==> src/rtl/ad9226_mc_capture.sv <==
// Multi-channel AD9226 capture: synchronises clk_sample, settles after each falling edge,
// latches every channel at once and averages 2^k captures into one AXI-Stream beat.

module ad9226_mc_capture_lane #(
  parameter int W            = 12,
  parameter int MAX_AVG_LOG2 = 4
) (
  input  logic         clk,
  input  logic         rst_n,
  input  logic         cap,
  input  logic         first,
  input  logic [2:0]   k,
  input  logic [W-1:0] sample,
  output logic [W-1:0] avg
);
  localparam int AW = W + MAX_AVG_LOG2;

  logic [AW-1:0] acc_q, sum;

  // first capture of a frame restarts the sum, so the accumulator never needs clearing
  assign sum = (first ? '0 : acc_q) + AW'(sample);
  assign avg = W'(sum >> k);

  always_ff @(posedge clk or negedge rst_n) begin
    if (!rst_n)   acc_q <= '0;
    else if (cap) acc_q <= sum;
  end
endmodule

module ad9226_mc_capture #(
  parameter int ADC_DATA_WIDTH = 12,
  parameter int NUM_CH         = 4,
  parameter int SYNC_STAGES    = 2,
  parameter int SETTLE_CYCLES  = 2,
  parameter int MAX_AVG_LOG2   = 4
) (
  input  logic                         clk,
  input  logic                         rst_n,
  input  logic                         enable,
  input  logic                         clk_sample,
  input  logic                         ready,
  input  logic [2:0]                   avg_log2,
  input  logic [NUM_CH*ADC_DATA_WIDTH-1:0] data_in,
  output logic [NUM_CH*ADC_DATA_WIDTH-1:0] m_axis_tdata,
  output logic                         m_axis_tvalid,
  input  logic                         m_axis_tready,
  output logic                         m_axis_tuser,
  output logic                         eoc,
  output logic                         overrun,
  input  logic                         clr_overrun
);
  localparam int W  = ADC_DATA_WIDTH;
  localparam int CW = (MAX_AVG_LOG2 > 0) ? MAX_AVG_LOG2 : 1;
  localparam logic [3:0] SET_LAST = 4'((SETTLE_CYCLES > 0) ? SETTLE_CYCLES - 1 : 0);
  localparam logic [2:0] K_MAX    = 3'(MAX_AVG_LOG2);

  typedef enum logic [2:0] {IDLE, WAIT_RISE, WAIT_FALL, SETTLE, CAPTURE} state_t;
  typedef struct packed {
    logic                   user;
    logic [NUM_CH-1:0][W-1:0] data;
  } beat_t;

  state_t state_q, state_d;
  logic [SYNC_STAGES-1:0] sync_q;
  logic [SYNC_STAGES:0]   warm_q;
  logic                   s, s_d, primed;
  logic [3:0]             scnt_q;
  logic [CW-1:0]          cnt_q;
  logic [2:0]             k_q, k_clamp, k_eff;
  logic                   inv_q, inv_nxt, first, last, cap, frame_done;
  logic                   load, drop;
  logic [NUM_CH-1:0][W-1:0] din, avg;
  beat_t                  beat_q;
  logic                   beat_vld_q, eoc_q, overrun_q;

  always_ff @(posedge clk or negedge rst_n) begin
    if (!rst_n) begin
      sync_q <= '1;
      s_d    <= 1'b1;
      warm_q <= '0;
    end else begin
      sync_q <= {sync_q[SYNC_STAGES-2:0], clk_sample};
      s_d    <= s;
      warm_q <= {warm_q[SYNC_STAGES-1:0], 1'b1};
    end
  end

  assign s = sync_q[SYNC_STAGES-1];
  // the synchroniser resets to 1; leaving IDLE only once it has flushed keeps that
  // fake high level from being read as a real high->low transition
  assign primed = warm_q[SYNC_STAGES];

  always_ff @(posedge clk or negedge rst_n) begin
    if (!rst_n) begin
      state_q <= IDLE;
      scnt_q  <= '0;
    end else begin
      state_q <= state_d;
      scnt_q  <= (state_q == SETTLE) ? scnt_q + 4'd1 : 4'd0;
    end
  end

  always_comb begin
    state_d = state_q;
    case (state_q)
      IDLE:      if (primed) state_d = WAIT_RISE;
      WAIT_RISE: if (s) state_d = WAIT_FALL;
      WAIT_FALL: if (!s && s_d) state_d = (SETTLE_CYCLES == 0) ? CAPTURE : SETTLE;
      SETTLE:    if (scnt_q == SET_LAST) state_d = CAPTURE;
      CAPTURE:   state_d = WAIT_RISE;
      default:   state_d = IDLE;
    endcase
    if (!enable) state_d = IDLE;
  end

  assign cap        = (state_q == CAPTURE) && enable;
  assign first      = (cnt_q == '0);
  assign k_clamp    = (avg_log2 > K_MAX) ? K_MAX : avg_log2;
  assign k_eff      = first ? k_clamp : k_q;
  assign last       = (8'(cnt_q) == ((8'd1 << k_eff) - 8'd1));
  assign frame_done = cap && last;
  assign inv_nxt    = (!first && inv_q) || !ready;
  assign din        = data_in;

  for (genvar i = 0; i < NUM_CH; i++) begin : g_lane
    ad9226_mc_capture_lane #(.W(W), .MAX_AVG_LOG2(MAX_AVG_LOG2)) u_lane (
      .clk    (clk),
      .rst_n  (rst_n),
      .cap    (cap),
      .first  (first),
      .k      (k_eff),
      .sample (ready ? din[i] : '0),
      .avg    (avg[i])
    );
  end

  always_ff @(posedge clk or negedge rst_n) begin
    if (!rst_n) begin
      cnt_q <= '0;
      k_q   <= '0;
      inv_q <= 1'b0;
      eoc_q <= 1'b0;
    end else begin
      eoc_q <= cap;
      if (!enable)  cnt_q <= '0;
      else if (cap) cnt_q <= last ? '0 : cnt_q + CW'(1);
      if (cap && first) k_q <= k_clamp;
      if (cap) inv_q <= inv_nxt;
    end
  end

  // single-entry output register; a frame finishing against a stalled beat is dropped
  assign load = frame_done && (!beat_vld_q || m_axis_tready);
  assign drop = frame_done && beat_vld_q && !m_axis_tready;

  always_ff @(posedge clk or negedge rst_n) begin
    if (!rst_n) begin
      beat_q     <= '0;
      beat_vld_q <= 1'b0;
      overrun_q  <= 1'b0;
    end else begin
      if (load) begin
        beat_q.data <= avg;
        beat_q.user <= inv_nxt;
        beat_vld_q  <= 1'b1;
      end else if (m_axis_tready) begin
        beat_vld_q  <= 1'b0;
      end
      if (drop)             overrun_q <= 1'b1;
      else if (clr_overrun) overrun_q <= 1'b0;
    end
  end

  assign m_axis_tdata  = beat_q.data;
  assign m_axis_tuser  = beat_q.user;
  assign m_axis_tvalid = beat_vld_q;
  assign eoc           = eoc_q;
  assign overrun       = overrun_q;
endmodule
==> config.mk <==
export PLATFORM = sky130hd
export DESIGN_NAME = ad9226_mc_capture
export DESIGN_NICKNAME = d
export VERILOG_FILES = /design/src/rtl/ad9226_mc_capture.sv
export SDC_FILE = /design/constraint.sdc
export NUM_CORES = 1
export LEC_CHECK = 0
export ABC_AREA = 1
export BUFFER_PORTS_ARGS = -buffer_cell sky130_fd_sc_hd__buf_2
export CELL_PAD_IN_SITES_DETAIL_PLACEMENT = 2
export CELL_PAD_IN_SITES_GLOBAL_PLACEMENT = 2
export CORE_MARGIN = 4
export CORE_UTILIZATION = 37
export CTS_BUF_LIST = sky130_fd_sc_hd__clkbuf_4 sky130_fd_sc_hd__clkbuf_8
export CTS_CLUSTER_DIAMETER = 60
export CTS_CLUSTER_SIZE = 20
export DETAILED_ROUTE_END_ITERATION = 10
export GPL_TIMING_DRIVEN = 0
export MAX_ROUTING_LAYER = met4
export PLACE_DENSITY_LB_ADDON = 0.25
export SLEW_MARGIN = 40
export SYNTH_ARGS = -nofsm -noshare
export SYNTH_HDL_FRONTEND = slang
export SYNTH_HIERARCHICAL = 1
export SYNTH_SLANG_ARGS = --single-unit
==> constraint.sdc <==
create_clock -name clk -period 9.94 [get_ports clk]
set_clock_uncertainty 0.05 [all_clocks]
set_input_delay 1.491 -clock clk [delete_from_list [all_inputs] [get_ports clk]]
set_output_delay 1.491 -clock clk [all_outputs]
set_load 0.05 [all_outputs]
==> results by group, run 1 <==
Outcome
  • Result of the run: finished clean

Power
  • Power density of the placed cells: around 130 nW/µm²
  • Static Leakage: approximately 7.9 nW
  • Peak ir drop on the vdd network: ~0.086 mV

Routing
  • Via-to-Cell Ratio: between 5 and 6
  • Final routed wirelength across all metal layers: about 51 mm
  • WL/cell: 20.2 µm
  • 1st-iter DRT viols: between 600 and 700
  • Number of search-and-repair iterations in the first detailed-routing pass: 5
  • Number of remaining DRC errors: 0
  • Total vias in the final route: 13700
  • Antenna viol nets, final: 0

Setup path
  • Worst setup path category: register to register
  • Crit path max fanout: 10
  • Launching element of the worst setup path: cnt_q[0]
  • Required time of the critical path: ~10000 ps
  • Worst path arrival time: about 4800 ps
  • CP Launch Type: register
  • RR Endpoint: m_axis_tdata[42]
  • R2r worst-path depth: 21
  • Element type at the critical path end: register
  • Reg2reg setup slack: around 5500 ps
  • Startpoint of the lowest-slack register-to-register path: cnt_q[0]

Place
  • Final weighted congestion in routability-driven placement: ~0.89
  • DP HPWL: between 30 and 40 mm
  • Number of buffers added on ports: 108

Timing
  • Post-route setup TNS: 0 ps
  • Final worst hold slack: between 300 and 400 ps
  • RSZ-0062 raised after global routing: false
  • Total count of hold-check failures in the final report: 0
  • Final setup violation count: 0
  • Fraction of the cycle the final worst path needs: 0.443
  • Highest Clock Rate: about 230 MHz
  • Worst Max-Slew Pin Slew: roughly 680 ps
  • Max-slew violation count: 0
  • Clock period minus worst slack: 4400 ps
  • Tightest slew margin relative to the limit: 0.545

Synth
  • Mux cell area share after synthesis: 0.00323
  • Most area-consuming cells after synthesis: dfrtp_1, nand2_1, nand3_1
  • Cell count after synthesis: just under 2000
  • Avg Inst Size Synth: around 6.3 µm²
  • Simple-Gate Fraction of Synth Area: 0.446
  • Warnings, synthesis: 6
  • Fraction of synthesis flops using an asynchronous set or reset pin: 1.00
  • Synth Area in Compound Gates: 0.0581
  • Most frequent cells after synthesis: nand2_1, nand3_1, inv_1
  • Area leader, netlist: dfrtp_1
  • Count of unique library cells instantiated by Yosys: 43
  • XOR/XNOR Fraction of Synth Area: 0.0206
  • Sequential element share of the synthesized area: 0.277
  • Most common cell in the netlist: nand2_1
  • Count of flip-flops with a built-in enable after synthesis: 0
  • Dominant combinational cell family by area after synthesis: simple AND/OR/NAND/NOR gates
  • Fraction of post-synthesis cell area in the top cell type by area: 0.271
  • Synthesis-stage register bit count: 137
  • Top flip-flop cell by instance count after synthesis: dfrtp_1
  • Adder and majority gate portion of the synthesized area: 0.0600
  • Total standard cell area after synthesis: about 12000 µm²
  • Syn Nets: between 2000 and 2500

Min path
  • Path class of the lowest-slack min-delay path: register to register
  • Startpoint of the tightest hold check path: warm_q[1]
  • Hold Path Sink: warm_q[2]
  • Hold depth: 0

Finish
  • Fraction of final layout cells sized beyond drive strength 1: 0.136
  • Final layout net count: roughly 2200
  • P&R area growth vs syn: 13.1%

GRT
  • Gr ovfl total: 0
  • Via count of the first global-routing pass: 15600
  • First-pass GRT wire length: about 83 mm
  • Antenna violations before repair: 3
  • Maximum number of pins on one net before global-route repair: 63
  • Overall global routing resource usage: 0.293

Floorplanning
  • Height of the die: between 150 and 200 µm
  • Die extent in x: about 190 µm
  • Core Region: around 33000 µm²
  • Floorplan row count: 66
  • Top-level I/O count: 110
  • Floorplan die area: roughly 36000 µm²
  • Initial standard-cell utilization of the core: 0.378

Clocking
  • Buffers inserted during post-CTS setup optimization: 0
  • Cts hold-fix bufs: 0
  • Maximum number of buffers from clock root to sink: 2
  • Clock latency at the later pin of the worst-skew pair: 510 ps
  • Post-cts repair resize count: 0
  • Root Buffer: clkbuf_8
  • Total clock sinks: ~140
  • Cts bufs inserted: 17
  • Clock transition time at the flip-flop clock pins of the worst setup and hold paths: around 100 ps
  • TritonCTS clock tree: yes
  • CTS H-Tree Depth: 4

Job
  • MaxCap Viol Count: 0
[worst max-delay path: stages (launching register included)]
cell and delay, ps:
dfrtp_1 460, inv_1 150, ha_1 280, nand2_2 130
inv_1 340, buf_6 210, clkbuf_1 500, nor2_1 150
ha_1 420, nand2_2 170, inv_1 50, nand2_1 60
nand2_1 90, a21oi_1 280, nand2_1 130, nand2_1 170
nand3_1 110, nand3_2 90, nand3_1 100, nand2_1 90
nand4_1 150, nand2_1 110
[cell type report]
cell class | instances | area [µm²]
inverters | 316 | 1190
plain buffers | 78 | 484
fillers | 4148 | 18800
well taps | 442 | 553
clock inverters | 15 | 213
repair buffers | 110 | 606
diodes | 3 | 7.51
multi-input cells | 1434 | 7280
clock buffers | 17 | 234
flip-flops and latches | 137 | 3430
[metrics by stage]
step	cells	area [µm²]	setup slack [ps]	util	total power [mW]
floorplan	1965	12400	6270	-	1.12
global placement	2515	13500	5080	0.411	1.26
detailed placement	2517	13500	5130	0.413	1.31
CTS	2549	14000	5590	0.427	1.90
global route	2552	14000	5230	0.427	2.01
finish	2552	14000	5540	0.427	1.88
[layer usage]
metal	track usage	vias to the layer above	part of all wire	wire (µm)
met3	0.0404	78	0.033	1690
met2	0.528	230	0.51	26300
met5	-	-	0	0
li1	-	6530	-	-
met4	0.0829	0	0.025	1270
met1	0.342	6892	0.43	22200
[worst max-delay path by stage]
| stage | end | slack [ps] |
|---|---|---|
| after floorplan | m_axis_tdata[42] | 6270 |
| after global placement | g_lane[0].u_lane/acc_q[13] | 5080 |
| after detailed placement | m_axis_tdata[45] | 5130 |
| after CTS | m_axis_tdata[12] | 5590 |
| after global routing | m_axis_tdata[13] | 5230 |
| final | m_axis_tdata[42] | 5540 |
[cells in the final DEF (no fill, tap or decap), types with 6 or more instances in the layout]
master,instances
a21oi_1,24
and2_1,8
buf_2,113
buf_4,9
buf_6,8
clkbuf_1,37
clkbuf_2,6
clkbuf_4,6
clkbuf_8,23
dfrtp_1,134
ha_1,53
inv_1,299
inv_2,13
inv_6,6
nand2_1,588
nand2_2,33
nand3_1,340
nand3_2,22
nand4_1,60
nor2_1,123
nor2_2,11
nor3_1,8
o211ai_1,14
o21ai_0,81
xor2_1,13
xor2_2,6
[power by group]
| group | total [mW] | internal [mW] | switching, mW |
|---|---|---|---|
| logic | 0.544 | 0.173 | 0.370 |
| registers | 0.774 | 0.699 | 0.0746 |
| clock network | 0.566 | 0.280 | 0.287 |
| total | 1.88 | 1.15 | 0.732 |
[state kept, by name, indices dropped and copies added (netlist names)]
signal / count
g_lane.u_lane/acc_q: 64
s_d: 1
inv_q: 1
state_q: 3
m_axis_tdata: 48
m_axis_tvalid: 1
sync_q: 2
warm_q: 3
k_q: 3
m_axis_tuser: 1
eoc: 1
overrun: 1
cnt_q: 4
scnt_q: 4
[kinds of logic (layout without fill, tap and decap cells)]
kind of cell | after synthesis | after routing
buffers and inverters | 394 | 536
DFF | 137 | 137
AOI/OAI and AO/OA | 132 | 132
other | 1 | 4
muxes | 4 | 4
and+or+nand+nor | 1216 | 1216
adders and majority gates | 57 | 57
xor gates and xnor gates | 24 | 24
Power figures use the tool's default switching activity.
==> run 2: changes to the inputs <==
Settings changed: ABC_AREA 1 to 0, CORE_UTILIZATION 37 to 40.
Clock period 9.94 ns to 4.05 ns, I/O delays scaled along.
==> results by group, run 2 <==
Floorplanning
  • Initial standard-cell utilization of the core: 0.408 (+0.0302)
  • Floorplan row count: 63 (-4.5%)
  • Core Region: 29800 µm² (-9.1%)
  • Height of the die: 182 µm (-4.5%)
  • Die extent in x: 182 µm (-4.5%)
  • Top-level I/O count: 110 (unchanged)
  • Floorplan die area: 33200 µm² (-8.8%)

Setup path
  • Crit path max fanout: 10 (unchanged)
  • Max stage delay on crit path: 440 ps (-60 ps)
  • RR Endpoint: m_axis_tdata[44]
  • CP Launch Type: register
  • Worst path arrival time: 4950 ps (+160 ps)
  • Max stage delay cell, worst path: or3b_4
  • Element type at the critical path end: register
  • Reg2reg setup slack: -470 ps (-6010 ps)
  • Startpoint of the lowest-slack register-to-register path: cnt_q[0]
  • Required time of the critical path: 4480 ps (-5850 ps)
  • CP Cell Sequence: inv_2 -> ha_4 -> or3b_4 -> clkinv_8 -> buf_12 -> clkbuf_16 -> buf_12 -> nor2b_1 -> ha_1 -> clkbuf_4 -> a21oi_2 -> a2bb2oi_2 -> o2111ai_1 -> and3_1 -> nor2_1 -> o32ai_2 -> a211oi_2 -> mux2_2
  • Worst setup path category: register to register
  • R2r worst-path depth: 18 (-14%)
  • Most common cell type on the critical path: buf_12

Power
  • Peak ir drop on the vdd network: 0.167 mV (+94%)
  • Relative contribution of sequential cells to total power: 0.380 (-0.031)
  • Internal power: 2.60 mW (+130%)
  • Switching fraction of total power: 0.339 (-0.0490)
  • Combinational fraction of design power: 0.215 (-0.074)
  • Net switching component of the power: 1.34 mW (+83%)
  • Share of total power in the clock network: 0.405 (+0.104)
  • Static Leakage: 7.24 nW (-8.5%)
  • Power density of the placed cells: 243 nW/µm² (+80%)

Min path
  • Startpoint of the tightest hold check path: clk_sample
  • Path class of the lowest-slack min-delay path: input port to register
  • Hold depth: 1 (+1)
  • Hold Path Sink: sync_q[0]

Synth
  • Adder and majority gate portion of the synthesized area: 0.0612 (+0.00113)
  • Cell count after synthesis: 1285 (-35%)
  • Area leader, netlist: dfrtp_1
  • Dominant combinational cell family by area after synthesis: compound AO/OA/AOI/OAI gates
  • Avg Inst Size Synth: 9.46 µm² (+50%)
  • Count of flip-flops with a built-in enable after synthesis: 0 (unchanged)
  • Fraction of post-synthesis cell area in the top cell type by area: 0.276 (+0.00508)
  • Most common cell in the netlist: dfrtp_1
  • Count of unique library cells instantiated by Yosys: 92 (+110%)
  • Most frequent cells after synthesis: dfrtp_1, mux2_2, nand2_1
  • Sequential element share of the synthesized area: 0.282 (+0.00520)
  • Simple-Gate Fraction of Synth Area: 0.182 (-0.264)
  • Top flip-flop cell by instance count after synthesis: dfrtp_1
  • XOR/XNOR Fraction of Synth Area: 0.0452 (+0.0246)
  • Synth Area in Compound Gates: 0.202 (+0.144)
  • Most area-consuming cells after synthesis: dfrtp_1, mux2_2, ha_1
  • Fraction of synthesis flops using an asynchronous set or reset pin: 1.00 (unchanged)
  • Total standard cell area after synthesis: 12200 µm² (-1.8%)
  • Syn Nets: 1400 (-33%)
  • Synthesis-stage register bit count: 137 (unchanged)
  • Warnings, synthesis: 6 (unchanged)
  • Mux cell area share after synthesis: 0.178 (+0.175)

Clocking
  • Total clock sinks: 137 (unchanged)
  • TritonCTS clock tree: yes
  • Clock transition time at the flip-flop clock pins of the worst setup and hold paths: 130 ps (+30 ps)
  • Root Buffer: clkbuf_8
  • Clock latency at the later pin of the worst-skew pair: 530 ps (+20 ps)
  • Maximum number of buffers from clock root to sink: 2 (unchanged)
  • CTS H-Tree Depth: 4 (unchanged)
  • Cts bufs inserted: 17 (unchanged)

Timing
  • Final setup margin: -474 ps (-6010 ps)
  • Tightest slew margin relative to the limit: 0.389 (-0.156)
  • Highest Clock Rate: 221 MHz (-2.7%)
  • Total count of hold-check failures in the final report: 0 (unchanged)
  • Max-slew violation count: 0 (unchanged)
  • Fraction of the cycle the final worst path needs: 1.12 (+0.674)
  • Clock period minus worst slack: 4520 ps (+123 ps)
  • Worst Max-Slew Pin Slew: 916 ps (+234 ps)
  • Final worst hold slack: 151 ps (-160 ps)
  • RSZ-0062 raised after global routing: true
  • Final setup violation count: 49 (+49)

GRT
  • Gr ovfl total: 0 (unchanged)
  • Antenna violations before repair: 2 (-1)
  • Met2 Use GR: 0.564 (+0.0354)
  • Via count of the first global-routing pass: 13500 (-14%)
  • Overall global routing resource usage: 0.328 (+0.0344)
  • Met3 routing resource usage after global routing: 0.0470 (+0.00668)
  • Met1 routing resource usage after global routing: 0.375 (+0.0327)
  • First-pass GRT wire length: 83.0 mm (-0.22%)
  • Grt peak-use layer: met2
  • Maximum number of pins on one net before global-route repair: 60 (-4.8%)

Finish
  • Most common cell after layout, fill and taps aside: dfrtp_1
  • Fraction of final layout cells sized beyond drive strength 1: 0.407 (+0.271)
  • Commonest non-fill, non-tap cells in the layout: dfrtp_1, buf_2, buf_4
  • Total non-filler cell area in the finished layout: 16200 µm² (+16%)
  • Reg with most FFs: g_lane.u_lane/acc_q
  • P&R area growth vs syn: 33.7%
  • Final Instance Count excl. Fillers: 1949 (-24%)
  • Final layout net count: 1660 (-25%)
  • Max reg flops: 64 (unchanged)

Routing
  • Number of search-and-repair iterations in the first detailed-routing pass: 5 (unchanged)
  • Antenna viol nets, final: 0 (unchanged)
  • Final routed wirelength across all metal layers: 68.4 mm (+33%)
  • Total vias in the final route: 13300 (-3.5%)
  • Number of remaining DRC errors: 0 (unchanged)
  • WL/cell: 35.1 µm (+74%)
  • Via-to-Cell Ratio: 6.80 (+26%)
  • 1st-iter DRT viols: 1395 (+130%)

Outcome
  • Failing checks: negative setup slack
  • Result of the run: finished with violations

Job
  • MaxCap Viol Count: 0 (unchanged)

Place
  • Number of buffers added on ports: 108 (unchanged)
  • Area after DPL: 13300 µm² (-1.8%)
  • Worst-case setup slack after placement: -761 ps (-5890 ps)
  • DP HPWL: 31.6 mm (-21%)
  • Placed Instances: 1785 (-29%)
  • Final weighted congestion in routability-driven placement: 0.864 (-2.9%)
-- run 2: logic make-up (layout without fill, tap and decap cells) --
kind of cell / count (synthesis) / after routing
and+or+nand+nor: 404 / 404
AOI/OAI and AO/OA: 322 / 322
muxes: 176 / 176
other: 1 / 2
xor gates and xnor gates: 61 / 61
buffers and inverters: 127 / 400
DFF: 137 / 137
adders and majority gates: 57 / 57
-- run 2: power by group through the flow --
stage	sequential (mW)	combinational, mW	clock (mW)
finish	1.50	0.847	1.60
global route	1.50	0.881	1.65
CTS	1.48	0.683	1.52
detailed placement	1.50	0.622	0
global placement	1.50	0.585	0
floorplan	1.49	0.416	0
-- run 2: layout make-up --
class | instances | area, µm²
Clock buffer | 21 | 283
Timing Repair inverter | 2 | 25.0
Antenna cell | 1 | 2.50
Clock inverter | 11 | 215
Inverter | 53 | 224
Multi-Input combinational cell | 1021 | 9200
Tap cell | 390 | 488
Timing Repair Buffer | 246 | 1850
Fill cell | 3040 | 13600
Buffer | 67 | 518
Sequential cell | 137 | 3430
-- run 2: critical path, delay by kind of cell, from the launching register on --
kind / cells / cell delay, ps
compound gates: 5 / 1320
mux: 1 / 230
fa+ha+maj: 2 / 450
flops: 1 / 430
simple gates: 4 / 1180
buf+inv: 6 / 810
-- run 2: what timing repair did --
action	in CTS	in global routing
setup endpoints to repair	54	51
gates cloned	2	4
hold buffers	1	0
pin swaps	63	64
resized for setup	141	135
setup buffers	61	71
endpoints found under the hold margin	25	0
-- run 2: through the flow --
stage | TNS, ps | util | power (mW)
5_1_grt | -16620 | 0.545 | 4.03
2_1_floorplan | -16.6 | - | 1.90
4_1_cts | -829 | 0.505 | 3.68
6_report | -12700 | 0.545 | 3.94
3_3_place_gp | -16390 | 0.444 | 2.08
3_5_place_dp | -22060 | 0.446 | 2.13
-- run 2: per-layer routing --
metal | up-vias | part of all wire
met5 | - | 0
met4 | 0 | 0.060
met3 | 319 | 0.063
met2 | 827 | 0.50
met1 | 6867 | 0.38
li1 | 5238 | -
-- run 2: worst max-delay path by stage --
stage                     startpoint                to  slack [ps]  cells past startpoint
after global routing        cnt_q[0]  m_axis_tdata[44]        -490                     18
after CTS                   cnt_q[0]  m_axis_tdata[31]        -140                     17
after detailed placement    cnt_q[0]  m_axis_tdata[31]        -760                     17
final                       cnt_q[0]  m_axis_tdata[44]        -470                     18
after floorplan             cnt_q[0]   m_axis_tdata[7]         -20                     18
after global placement      cnt_q[0]  m_axis_tdata[43]        -620                     17
==> run 3: changes to the inputs <==
--- a/constraint.sdc
+++ b/constraint.sdc
@@ -3,3 +3,3 @@
 set_input_delay 0.6075 -clock clk [delete_from_list [all_inputs] [get_ports clk]]
 set_output_delay 0.6075 -clock clk [all_outputs]
-set_load 0.05 [all_outputs]
+set_load 0.1 [all_outputs]
==> results by group, run 3 (synthesis results as in run 2) <==
Outcome
  • Result of the run: finished with violations
  • Failing checks: negative setup slack

Clocking
  • Clock transition time at the flip-flop clock pins of the worst setup and hold paths: 120 ps (about the same)
  • Cts bufs inserted: 17 (unchanged)
  • Total clock sinks: 137 (unchanged)
  • Clock latency at the later pin of the worst-skew pair: 520 ps (about the same)
  • CTS H-Tree Depth: 4 (unchanged)
  • Maximum number of buffers from clock root to sink: 2 (unchanged)
  • TritonCTS clock tree: yes
  • Root Buffer: clkbuf_8

Floorplanning
  • Die extent in x: 182 µm (unchanged)
  • Core Region: 29800 µm² (unchanged)
  • Height of the die: 182 µm (unchanged)
  • Initial standard-cell utilization of the core: 0.408 (unchanged)
  • Top-level I/O count: 110 (unchanged)
  • Floorplan die area: 33200 µm² (unchanged)
  • Floorplan row count: 63 (unchanged)

Timing
  • Final setup margin: -612 ps (-138 ps)
  • Max-slew violation count: 0 (unchanged)
  • Final worst hold slack: 160 ps (+9.64 ps)
  • Highest Clock Rate: 214 MHz (-3.0%)
  • Final setup violation count: 57 (+16%)
  • Total count of hold-check failures in the final report: 0 (unchanged)
  • Tightest slew margin relative to the limit: 0.357 (-0.0322)
  • RSZ-0062 raised after global routing: true
  • Fraction of the cycle the final worst path needs: 1.15 (+0.0341)
  • Worst Max-Slew Pin Slew: 963 ps (+47.2 ps)
  • Post-route setup TNS: -20100 ps (-7410 ps)
  • Clock period minus worst slack: 4660 ps (+138 ps)

Power
  • Power density of the placed cells: 227 nW/µm² (-6.4%)
  • Static Leakage: 7.28 nW (+0.66%)
  • Peak ir drop on the vdd network: 0.223 mV (+34%)

Routing
  • Antenna viol nets, final: 0 (unchanged)
  • Total vias in the final route: 13800 (+4.4%)
  • 1st-iter DRT viols: 1485 (+6.5%)
  • Via-to-Cell Ratio: 7.05 (+3.6%)
  • Final routed wirelength across all metal layers: 76.2 mm (+11%)
  • WL/cell: 38.8 µm (+11%)
  • Number of search-and-repair iterations in the first detailed-routing pass: 5 (unchanged)
  • Number of remaining DRC errors: 0 (unchanged)

Min path
  • Startpoint of the tightest hold check path: clk_sample
  • Path class of the lowest-slack min-delay path: input port to register

Setup path
  • CP Launch Type: register
  • Most common cell type on the critical path: buf_12
  • Startpoint of the lowest-slack register-to-register path: cnt_q[1]
  • Crit path max fanout: 5 (-5)
  • Worst path arrival time: 5020 ps (+70 ps)
  • Worst setup path category: register to register
  • Launching element of the worst setup path: cnt_q[1]
  • Max stage delay on crit path: 430 ps (about the same)
  • Required time of the critical path: 4410 ps (-70 ps)
  • Element type at the critical path end: register
  • CP Cell Sequence: inv_2 -> ha_4 -> or3b_4 -> clkinv_8 -> buf_12 -> clkbuf_16 -> buf_12 -> nor2b_2 -> ha_1 -> a211oi_1 -> o21a_2 -> o2111ai_1 -> a21oi_1 -> nor2_1 -> a311oi_2 -> mux2i_1 -> mux2_2
  • Max stage delay cell, worst path: a311oi_2

Finish
  • Commonest non-fill, non-tap cells in the layout: dfrtp_1, buf_4, buf_2
  • Fraction of the core area covered by cells at the end of the flow: 0.556 (+0.0110)
  • Max reg flops: 64 (unchanged)
  • Reg with most FFs: g_lane.u_lane/acc_q
  • Final layout net count: 1673 (+0.78%)
  • Most common cell after layout, fill and taps aside: dfrtp_1
  • P&R area growth vs syn: 36.4%
  • Fraction of final layout cells sized beyond drive strength 1: 0.421 (+0.0145)

GRT
  • Via count of the first global-routing pass: 13300 (-1.1%)
  • First-pass GRT wire length: 81.3 mm (-2.1%)
  • Grt peak-use layer: met2
  • Met3 routing resource usage after global routing: 0.0506 (+0.00359)
  • Overall global routing resource usage: 0.320 (-0.00757)
  • Gr ovfl total: 0 (unchanged)
  • Antenna violations before repair: 1 (-1)
  • Met1 routing resource usage after global routing: 0.369 (-0.00550)
  • Met2 Use GR: 0.556 (-0.00803)
  • Maximum number of pins on one net before global-route repair: 71 (+18%)

Place
  • Number of buffers added on ports: 108 (unchanged)
  • DP HPWL: 31.8 mm (+0.64%)
  • Final weighted congestion in routability-driven placement: 0.904 (+4.6%)

Job
  • MaxCap Viol Count: 0 (unchanged)
[run 3: changes by cell type in the layout (fill, tap and decap cells not counted), moves of 5 or more]
| cell | delta |
|---|---|
| nor2b_2 | +6 |
| mux2_4 | +10 |
| buf_6 | +7 |
| mux2_2 | -10 |
| a211oi_2 | -5 |
| ha_4 | +8 |
| nor2b_1 | -7 |
| ha_1 | -7 |
[run 3: layout make-up]
type,count,area [µm²]
plain buffers,70,559
multi-input cells,1021,9460
fillers,2950,13200
repair buffers,257,1990
clock inverters,15,163
inverters,53,225
clock buffers,17,234
repair inverters,1,8.76
well taps,390,488
diodes,2,5.00
flip-flops and latches,137,3430
[run 3: report_power, final]
group          total (mW)  leakage, nW  internal [mW]  switching [mW]
registers            1.51         1.82           1.43          0.0838
clock network        1.34        0.194          0.559           0.785
logic               0.909         5.27          0.339           0.570
[run 3: worst max-delay path: cells and delay by family (launching register included)]
| kind | cells | cell delay [ps] |
|---|---|---|
| AO/OA/AOI/OAI | 5 | 1780 |
| AND/OR/NAND/NOR | 3 | 770 |
| buffers and inverters | 5 | 610 |
| adder cells (fa/ha/maj) | 2 | 500 |
| multiplexers | 2 | 420 |
| flip-flops | 1 | 390 |
[run 3: routing by layer]
metal	vias to the layer above	wire length, µm	part of all wire
li1	5263	-	-
met1	7080	28200	0.37
met2	1028	36500	0.48
met3	460	5810	0.076
met4	0	5720	0.075
met5	-	0	0
[run 3: worst paths after layout]
path,slack (ps),end,cells past startpoint
max,-610,m_axis_tdata[45],17
min,160,sync_q[0],1
max reg2reg,-610,m_axis_tdata[45],17
min reg2reg,330,sync_q[1],0
max in group asynchronous,2370,s_d,4
min in group asynchronous,500,g_lane[2].u_lane/acc_q[11],2
[run 3: what timing repair did]
action                                  4_1_cts  5_1_grt
hold buffers                                  1        0
buffers inserted                             66       73
pin swaps                                    63       76
endpoints found under the setup margin       56       53
hold endpoints to repair                     32        0
gates resized for setup                     120      207
cloned                                        1        7
[run 3: metrics by stage]
step | instances | worst slack (ps) | area (µm²) | power, mW
after floorplan | 1285 | -17.4 | 12200 | 1.90
after global placement | 1783 | -600 | 13200 | 2.08
after detailed placement | 1785 | -783 | 13300 | 2.13
after CTS | 1883 | -144 | 14800 | 3.43
after global routing | 1962 | -648 | 16600 | 3.83
final | 1963 | -612 | 16600 | 3.76
